--- src/rtl/slave_port.sv ---
// Bus-side slave endpoint. It deserialises a 16-bit address (6-bit device ID, then a 10-bit
// local address), then either collects 8 write bits or fetches a byte and shifts it back.
module slave_port #(
  parameter logic [5:0] SLAVE_ID = 6'd1
) (
  input  logic       clk,
  input  logic       rst,
  input  logic       mode,
  input  logic       wr_bus,
  input  logic       master_valid,
  output logic       slave_ready,
  output logic       ack,
  output logic       rd_bus,
  output logic       slave_valid,
  input  logic       master_ready,
  output logic [9:0] s_addr,
  output logic [7:0] s_wr_data,
  output logic       s_wr_en,
  output logic       s_rd_en,
  input  logic [7:0] s_rd_data
);

  typedef enum logic [2:0] {
    IDLE,
    ADDR,
    WR_DATA,
    WR_COMMIT,
    RD_FETCH,
    RD_LOAD,
    RD_DATA,
    IGNORE
  } state_t;

  state_t      state, state_nxt;
  logic [3:0]  cnt, cnt_nxt;
  logic [15:0] addr_sr, addr_sr_nxt;
  logic [7:0]  data_sr, data_sr_nxt;
  logic        mode_r, mode_r_nxt;

  logic        ready_c, valid_c, ack_c, wr_en_c, rd_en_c;
  logic        id_match;
  logic        unused_addr_msb;

  // The sixth address bit is still on wr_bus when the ID decision is made.
  assign id_match = ({addr_sr[4:0], wr_bus} == SLAVE_ID);

  // The oldest address bit falls off the shifter and is never read.
  assign unused_addr_msb = addr_sr[15];

  always_ff @(posedge clk or posedge rst) begin
    if (rst) begin
      state   <= IDLE;
      cnt     <= '0;
      addr_sr <= '0;
      data_sr <= '0;
      mode_r  <= 1'b0;
    end else begin
      // NOTE: non-blocking assignments make every register update from the same pre-edge values.
      state   <= state_nxt;
      cnt     <= cnt_nxt;
      addr_sr <= addr_sr_nxt;
      data_sr <= data_sr_nxt;
      mode_r  <= mode_r_nxt;
    end
  end

  always_comb begin
    // NOTE: defaults first, so no branch of the case below can leave a signal unassigned and infer a latch.
    state_nxt   = state;
    cnt_nxt     = cnt;
    addr_sr_nxt = addr_sr;
    data_sr_nxt = data_sr;
    mode_r_nxt  = mode_r;
    ready_c     = 1'b0;
    valid_c     = 1'b0;
    ack_c       = 1'b0;
    wr_en_c     = 1'b0;
    rd_en_c     = 1'b0;

    unique case (state)
      IDLE: begin
        ready_c = 1'b1;
        if (master_valid) begin
          addr_sr_nxt = {addr_sr[14:0], wr_bus};
          cnt_nxt     = 4'd1;
          state_nxt   = ADDR;
        end
      end

      ADDR: begin
        ready_c = 1'b1;
        ack_c   = (cnt == 4'd5) & master_valid & id_match;
        if (master_valid) begin
          addr_sr_nxt = {addr_sr[14:0], wr_bus};
          cnt_nxt     = cnt + 4'd1;
          if ((cnt == 4'd5) && !id_match) begin
            state_nxt = IGNORE;
          end else if (cnt == 4'd15) begin
            mode_r_nxt = mode;
            state_nxt  = mode ? WR_DATA : RD_FETCH;
          end
        end
      end

      IGNORE: begin
        // Another slave owns the transaction; wait for a fully quiet bus before re-arming.
        if (!master_valid && !master_ready) begin
          state_nxt = IDLE;
        end
      end

      WR_DATA: begin
        ready_c = 1'b1;
        if (master_valid) begin
          data_sr_nxt = {data_sr[6:0], wr_bus};
          cnt_nxt     = cnt + 4'd1;
          if (cnt == 4'd7) begin
            cnt_nxt   = 4'd0;
            state_nxt = WR_COMMIT;
          end
        end
      end

      WR_COMMIT: begin
        wr_en_c   = mode_r;
        state_nxt = IDLE;
      end

      RD_FETCH: begin
        rd_en_c   = ~mode_r;
        state_nxt = RD_LOAD;
      end

      RD_LOAD: begin
        data_sr_nxt = s_rd_data;
        state_nxt   = RD_DATA;
      end

      RD_DATA: begin
        valid_c = 1'b1;
        if (master_ready) begin
          data_sr_nxt = {data_sr[6:0], 1'b0};
          cnt_nxt     = cnt + 4'd1;
          if (cnt == 4'd7) begin
            cnt_nxt   = 4'd0;
            state_nxt = IDLE;
          end
        end
      end

      default: state_nxt = IDLE;
    endcase
  end

  // Every output is held low while rst is asserted, the combinational ones included.
  assign slave_ready = ready_c & ~rst;
  assign slave_valid = valid_c & ~rst;
  assign ack         = ack_c & ~rst;
  assign rd_bus      = valid_c & data_sr[7] & ~rst;
  assign s_wr_en     = wr_en_c & ~rst;
  assign s_rd_en     = rd_en_c & ~rst;
  assign s_addr      = rst ? 10'd0 : addr_sr[9:0];
  assign s_wr_data   = rst ? 8'd0 : data_sr;

endmodule

--- config.mk ---
export PLATFORM = sky130hd
export DESIGN_NAME = slave_port
export DESIGN_NICKNAME = d
export VERILOG_FILES = /design/src/rtl/slave_port.sv
export SDC_FILE = /design/constraint.sdc
export NUM_CORES = 1
export LEC_CHECK = 0
export CORE_ASPECT_RATIO = 1.5
export CORE_MARGIN = 3
export CORE_UTILIZATION = 44
export DETAILED_ROUTE_END_ITERATION = 7
export PLACE_DENSITY_LB_ADDON = 0.2
export SYNTH_ARGS = -nofsm -noshare
export SYNTH_HDL_FRONTEND = slang
export SYNTH_SLANG_ARGS = --single-unit
--- constraint.sdc ---
create_clock -name clk -period 1.6 [get_ports clk]
set_input_delay 0.16 -clock clk [delete_from_list [all_inputs] [get_ports clk]]
set_output_delay 0.16 -clock clk [all_outputs]
set_load 0.02 [all_outputs]
* Word level (Yosys, flattened, before mapping) *
Cells that the tools add are included.

word-level totals
  register bits = 26
  RAM bits = 0
  memories kept = 0
  ROM bits = 0
  logic and storage cells = 79
  input bits = 14
  output and inout port bits = 24
  latch bits = 0

cells by class
  shifts and indexed selects = 0
  equal/unequal tests = 19
  order comparisons = 0
  reduce and logical (&&, ||, !) cells = 15
  multipliers = 0
  $add $sub $neg = 1
  div/mod/pow operators = 0
  bitwise operators = 12
  muxes and demuxes = 27

operators with widths
  operator                                             number
  two-way mux 3 bit                                    10
  two-way mux 8 bit                                    3
  one-hot mux 3 bit (8 select lines)                   1
  one-hot mux 8 bit (3 select lines)                   1
  two-way mux 4 bit                                    5
  one-hot mux 4 bit (4 select lines)                   1
  inequality test 2 bit, second input constant         7
  equality test 3 bit, second input constant           4
  two-way mux 10 bit                                   1
  bitwise AND 1 bit                                    9
  equality test 4 x 3 -> 1 bit, second input constant  2
  AND reduction 8 bit                                  1
  equality test 3 x 2 -> 1 bit, second input constant  2
  equality test 6 x 1 -> 1 bit, second input constant  1
  two-way mux 1 bit                                    5
  AND reduction 5 bit                                  1
  adder 4 x 1 -> 4 bit, second input constant          1
  equality test 4 bit, second input constant           1
  AND reduction 4 bit                                  1
  nonzero test 4 bit                                   1
  equality test 3 x 1 -> 1 bit, second input constant  1
  logical NOT 1 bit                                    3
  logical NOT 3 bit                                    1
  inequality test 3 bit, second input constant         1
  other kinds (7)                                      10

* Depth between registers and ports, before layout *
Gate-level depths: netlist of the first run.

  depth after elaboration = 6
  gate-level depth with buffers = 7
  depth with buffers taken out = 7

* Least setup slack after synthesis of the first run *
Ideal clock, no wire load.

  kind = input-to-output
  start point = input rst
  end point = output s_rd_en
  buffers on the path = 0
  data required time = 1.440 ns
  arrival time = 1.522 ns
  cell stages on the path = 3
  setup slack = -0.082 ns
  cells stage by stage = inv_1 -> nand2_1 -> nor4_1

between the ends
  longest elaborated chain between the ends = 2

ends and longest elaborated chain
  what                line  text
  start: declaration  7     input logic rst,
  inverter 1 bit      161   assign s_rd_en = rd_en_c & ~rst;
  bitwise AND 1 bit   161
  end: declaration    19    output logic s_rd_en,

Every way passes these cells.

* Worst setup path in the final report of the first run *
  start point = register cnt[1]
  end point = output ack

between the ends
  longest elaborated chain between the ends = 5

ends and longest elaborated chain
  what                             line  text
  start: declaration               35    logic [3:0] cnt, cnt_nxt;
  start signal: assignment         60    cnt <= cnt_nxt;
  equality test 4 x 3 -> 1 bit     92    ack_c = (cnt == 4'd5) & master_valid & id_match;
  bitwise AND 1 bit (2 in series)  92
  two-way mux 1 bit                80    unique case (state)
  bitwise AND 1 bit                158   assign ack = ack_c & ~rst;
  end: declaration                 12    output logic ack,

Every way passes these cells.

==> results of run 1 <==
==> final timing paths <==
check,startpoint,to
max,cnt[1],ack
min,rst,data_sr[5]
max reg2reg,cnt[1],state[0]
min reg2reg,addr_sr[5],addr_sr[5]
max in group asynchronous,rst,cnt[2]
min in group clk,mode,mode_r
==> sequential cells by signal (all words and copies together) (netlist names) <==
signal   flops
data_sr      8
cnt          4
addr_sr     10
mode_r       1
state        3
==> layout by cell type, fill, tap and decap left out, types with 2 or more instances in the layout <==
| cell | count |
|---|---|
| clkbuf_8 | 3 |
| nand3b_1 | 2 |
| inv_1 | 3 |
| mux2_1 | 6 |
| nand3_1 | 2 |
| nand2b_4 | 3 |
| dfrtp_1 | 26 |
| a21oi_2 | 7 |
| mux2_2 | 4 |
| o21ai_2 | 2 |
| dlygate4sd2_1 | 18 |
| buf_6 | 15 |
| clkdlybuf4s50_1 | 12 |
| o21a_1 | 2 |
| nand2_1 | 6 |
| nor2b_1 | 19 |
| nor3_1 | 3 |
| mux2i_1 | 7 |
| o21ai_0 | 3 |
| nor2_1 | 7 |
| nand2_2 | 2 |
| buf_4 | 36 |
| nor2_2 | 4 |
| a21oi_4 | 3 |
| nand2b_1 | 2 |
| nor2_4 | 6 |
| o21ai_1 | 5 |
==> cell type report <==
| class | count | area (um^2) | area share, % |
|---|---|---|---|
| timing repair buffer | 85 | 779.5 | 29.11 |
| sequential | 26 | 650.6 | 24.30 |
| inverter | 4 | 18.77 | 0.7009 |
| tap | 42 | 52.55 | 1.963 |
| multi-input combinational | 122 | 1105 | 41.26 |
| clock inverter | 1 | 30.03 | 1.121 |
| clock buffer | 3 | 41.29 | 1.542 |
==> critical path, stage by stage (launching register included) <==
cell and delay (ps):
dfrtp_1 390, inv_1 50, ha_1 130, nand3b_1 120
nor4b_2 250, and4_1 230, buf_6 120
==> power breakdown <==
group	internal, W	switching, W	total (W)	leakage [nW]
Combinational	0.00176	0.00165	0.00341	0.877
Clock	0.000335	0.000216	0.000551	0.0357
Sequential	0.000946	0.000262	0.00121	0.307
==> what timing repair did <==
item / in CTS / in global routing
pin swaps: 6 / 8
endpoints found under the setup margin: 40 / 28
buffers inserted: 6 / 5
cloned: 0 / 1
hold endpoints to repair: 0 / 0
resized for setup: 65 / 51
==> cells by family (layout without fill, tap and decap cells) <==
kind of cell               after synthesis  count (layout)  synth area share (%)
muxes                                   17              17                 11.54
adders and majority gates                2               2                 1.581
and+or+nand+nor                         68              68                 25.93
DFF                                     26              26                 41.11
buffers and inverters                   12              93                 4.189
AOI/OAI and AO/OA                       35              35                 15.65
==> per-stage QoR <==
stage               area (um^2)  worst slack (ps)  hold WS (ps)  std cells
finish                     2678            -122.8         106.5        283
global route               2678            -231.6         133.5        283
CTS                        2401            -133.6         438.5        277
detailed placement         2243            -322.8         505.7        267
global placement           2243            -288.2         462.0        267
floorplan                  1589            -4.417         54.80        160
==> layer usage <==
metal / up-vias / global-route usage (%)
met3: 10 / 2.056
met5: - / 0
met1: 760 / 22.99
met2: 48 / 43.84
li1: 720 / -
met4: 0 / 7.299
==> run_results.csv, run 1 <==
group,metric,value,unit
synthesis,synth.distinct_cells,44,
synthesis,netlist.top_cell.by_area,"dfrtp_1",
route,highest_layer,"met4",
sta,hold_violations,0,
setup_path,cp.arrival,1560,ps
power,finalPower,0.005174,W
sta,setup_ws,-122.8,ps
route,routed_wl,4.919,mm
synthesis,yosys_warnings,0,
clock_tree,cts_tree,"yes",
layout,syn2layout_area_growth,69.17,%
setup_path,worstSetupPathType,"flop to output pin",
layout,final_layout_size_suffix_gt1_share,45.23,%
status,violations,"setup timing",
setup_path,crit_path_end_kind,"output pin",
route,met3WireLength,154,um
layout,final_core_util,78.39,%
synthesis,syn-num-nets,176,
worst_hold_path,hold_path.class,"input pin to asynchronous set/reset pin",
synthesis,synthTopCellsByCount,"26 x dfrtp_1, 20 x nor2b_1, 17 x nor2_1",
route,via_per_inst,5.435,
clock_tree,hold_buffers,0,
clock_tree,cts_buffer_depth,2,
synthesis,yosysMostFrequentCell,"dfrtp_1",
global_route,grt_pass1_wl,7.362,mm
global_route,grt_usage,22.41,%
placement,dp_hpwl,3.208,mm
synthesis,synth_seq_area_share,41.11,%
setup_path,ff2ff_setup_slack,-100,ps
route,drc,0,
power,power_density,1932,mW/mm^2
route,first_iter_violations,41,
route,met1_length,1.876,mm
synthesis,ys_ff_latch,26,
route,ant_nets,0,
die,io_pins,38,
sta,clock.fmax,580.4,MHz
synthesis,ys_top_cells_by_area,"dfrtp_1 41%, nor2b_1 7.9%, mux2i_1 4.4%",
setup_path,cp.required,1440,ps
synthesis,synthFlopType,"dfrtp_1",
sta,worst_pin_slew,409.8,ps
die,die_y,79.46,um
sta,fin_crit,1723,ps
clock_tree,htree_levels,1,
layout,fillerInstances,215,
power,leakage,1.219,nW
setup_path,reg2reg_depth,7,
sta,finalClockSkew,8.384,ps
die,initial_core_util,46.34,%
route,met2WireLength,2.819,mm
synthesis,syn_inst,160,
sta,finalSetupTns,-466.7,ps
sta,fin_crit_sh,107.7,%
synthesis,avgSynthCellArea,9.892,um^2
clock_tree,clock_sinks,26,
power,peakVddDrop,1.352,mV
route,num_vias,1538,
placement,gp_congestion,0.8237,
clock_tree,worstSkewPairLatency,270,ps
status,status,"finished with violations",
flow_run,max_cap_violations,0,
die,core_area,0.003416,mm^2
die,die_x,54.97,um
die,core.rowCount,26,
synthesis,ys_async_sr_fraction,100.0,%
die,die-area,0.004368,mm^2
clock_tree,cts_root_buf,"clkbuf_8",
sta,rsz0062_at_grt,"true",
sta,slew_headroom,72.58,%
synthesis,synth_enable_flop_cells,0,
global_route,grt_pass1_vias,1669,
sta,finalSetupViolations,12,
global_route,antenna_found_initial,0,
global_route,grt_max_degree,27,
synthesis,synth.cell_area,0.001583,mm^2
synthesis,synth_top_area_share,41.11,%
clock_tree,path_clk_slew,100,ps
layout,diodes,0,
placement,portBuffers,37,
sta,maxSlewViolCount,0,
setup_path,critPathLaunchType,"flop",
layout,fin_nets,258,
setup_path,crit_fanout,2,
global_route,grt-ovfl-total,0,
route,firstDrtPassIters,4,
route,wl_per_cell,17.38,um
clock_tree,cts_inserted_buffers,3,
Power figures use the tool's default switching activity.
==> run 2, diff against run 1 <==
--- a/config.mk
+++ b/config.mk
@@ -7,7 +7,7 @@
 export LEC_CHECK = 0
 export CORE_ASPECT_RATIO = 1.5
 export CORE_MARGIN = 3
-export CORE_UTILIZATION = 44
+export CORE_UTILIZATION = 45
 export DETAILED_ROUTE_END_ITERATION = 7
 export PLACE_DENSITY_LB_ADDON = 0.2
 export SYNTH_ARGS = -nofsm -noshare
==> constraint.sdc (replaced) <==
create_clock -name clk -period 2.2 [get_ports clk]
set_input_delay 0.22 -clock clk [delete_from_list [all_inputs] [get_ports clk]]
set_output_delay 0.22 -clock clk [all_outputs]
set_load 0.02 [all_outputs]
==> run_results.csv, run 2 (synthesized netlist as in run 1, its figures left out) <==
group,metric,value,unit
setup_path,cp_slowest_cell,"clkdlybuf4s50_1",
global_route,antenna_found_initial,0,
clock_tree,worstSkewPairLatency,270,ps
worst_hold_path,hold_path.class,"input pin to asynchronous set/reset pin",
layout,fillerInstances,282,
layout,multi_input_area,865.8,um^2
clock_tree,path_clk_slew,90,ps
clock_tree,cts_inserted_buffers,3,
sta,fin_crit,2073,ps
sta,finalSetupViolations,0,
die,core.rowCount,25,
power,p_sw,0.001087,W
power,internal_power,0.001648,W
setup_path,cp.arrival,1850,ps
power,swShare,39.75,%
sta,setup_ws,127.3,ps
clock_tree,clock_sinks,26,
sta,fin_crit_sh,94.22,%
layout,top_register,"addr_sr",
status,status,"finished, final reports clean",
route,via_per_inst,5.364,
route,drc,0,
layout,fin_nets,219,
layout,syn2layout_area_growth,31.94,%
die,io_pins,38,
layout,mostFrequentLayoutCells,"35 x clkdlybuf4s50_1, 26 x dfrtp_1, 20 x nor2b_1, 17 x nor2_1",
placement,dp_hpwl,2.683,mm
die,core_area,0.003253,mm^2
setup_path,crit_chain,"buf_4 -> and2_1 -> nand2_1 -> nor3_1 -> clkdlybuf4s50_1",
placement,portBuffers,37,
sta,finalSetupTns,0,ps
clock_tree,cts_tree,"yes",
sta,worst_pin_slew,357.6,ps
power,peakVddDrop,0.7079,mV
setup_path,ff2ff_setup_slack,470,ps
die,die_y,78.64,um
setup_path,crit_buf_inv,2,
die,die_x,54.43,um
power,leakage,0.8852,nW
setup_path,cp_top_family,"buffers and inverters",
route,ant_nets,0,
route,first_iter_violations,16,
layout,diodes,0,
clock_tree,cts_buffer_depth,2,
setup_path,crit_fanout,14,
clock_tree,post_cts_buffers,0,
layout,final_common_cell,"clkdlybuf4s50_1",
setup_path,slowest_delay,650,ps
setup_path,critPathLaunchType,"flop",
clock_tree,cts_root_buf,"clkbuf_8",
placement,gp_congestion,0.8143,
power,pwr-share-clk,14.3,%
setup_path,crit_path_end_kind,"output pin",
sta,clock.fmax,482.5,MHz
global_route,grt_pass1_wl,5.934,mm
layout,final_layout_size_suffix_gt1_share,14.36,%
flow_run,max_cap_violations,0,
global_route,grt_usage,18.42,%
layout,largest_registers,"addr_sr: 10 flops, data_sr: 8 flops, cnt: 4 flops",
sta,finalClockSkew,2.114,ps
power,combinationalPowerShare,54.3,%
clock_tree,htree_levels,1,
global_route,grt_max_degree,27,
sta,maxSlewViolCount,0,
power,power_density,1310,mW/mm^2
setup_path,worstSetupPathType,"flop to output pin",
sta,hold_violations,0,
route,routed_wl,3.472,mm
route,wl_per_cell,14.35,um
die,initial_core_util,48.65,%
layout,ff_latch_area,650.6,um^2
power,power_frac_seq,31.4,%
global_route,grt-ovfl-total,0,
sta,slew_headroom,76.16,%
layout,largest_register_ffs,10,
layout,final_core_util,64.19,%
setup_path,cp.required,1980,ps
placement,dp_slack,132.8,ps
die,die-area,0.004280,mm^2
route,firstDrtPassIters,4,
sta,rsz0062_at_grt,"false",
route,num_vias,1298,
global_route,grt_pass1_vias,1337,
-- run 2: area by class of cell --
type	count	share of cell area (%)
multi-input combinational	122	41.46
sequential	26	31.16
clock buffer	3	1.977
inverter	4	0.7190
timing repair buffer	46	20.85
tap	40	2.397
clock inverter	1	1.438
-- run 2: worst paths after layout --
kind,from,to,cells past startpoint
max,state[1],s_wr_en,5
min,rst,addr_sr[0],3
min reg2reg,addr_sr[9],addr_sr[9],1
max reg2reg,cnt[0],state[0],6
max in group asynchronous,rst,addr_sr[3],3
min in group clk,addr_sr[9],addr_sr[9],1
-- run 2: power by group through the flow --
stage                     sequential [W]  combinational, W  clock, W
after global placement          0.000852           0.00145         0
after global routing            0.000898           0.00164  0.000424
after detailed placement        0.000872           0.00150         0
after CTS                       0.000861           0.00150  0.000401
after floorplan                 0.000830           0.00109         0
final                           0.000860           0.00148  0.000390
-- run 2: worst reg2reg max path, stage by stage, from the launching register on --
cell,delay (ps)
dfrtp_1,430
ha_1,260
and3_1,180
nand2b_2,190
o221ai_4,220
a211oi_1,90
a221o_1,260
-- run 2: layer usage --
| metal | track usage, % | up-vias | routed length (um) |
|---|---|---|---|
| met3 | 3.416 | 7 | 199 |
| met5 | 0 | - | 0 |
| met1 | 19.34 | 609 | 1319 |
| li1 | - | 646 | - |
| met2 | 34.41 | 36 | 1898 |
| met4 | 5.985 | 0 | 55 |
-- run 2: what timing repair did --
item,CTS,global route
gates resized for setup,1,3
hold buffers,0,0
endpoints found under the setup margin,1,2
-- run 2: stage by stage --
step,cell area [um^2],instances,power (W),hold slack [ps]
after floorplan,1583,160,0.001916,268.5
after detailed placement,2019,238,0.002368,490.6
after CTS,2090,242,0.002765,424.1
after global placement,2019,238,0.002298,462.2
after global routing,2088,242,0.002959,430.6
final,2088,242,0.002735,412.6
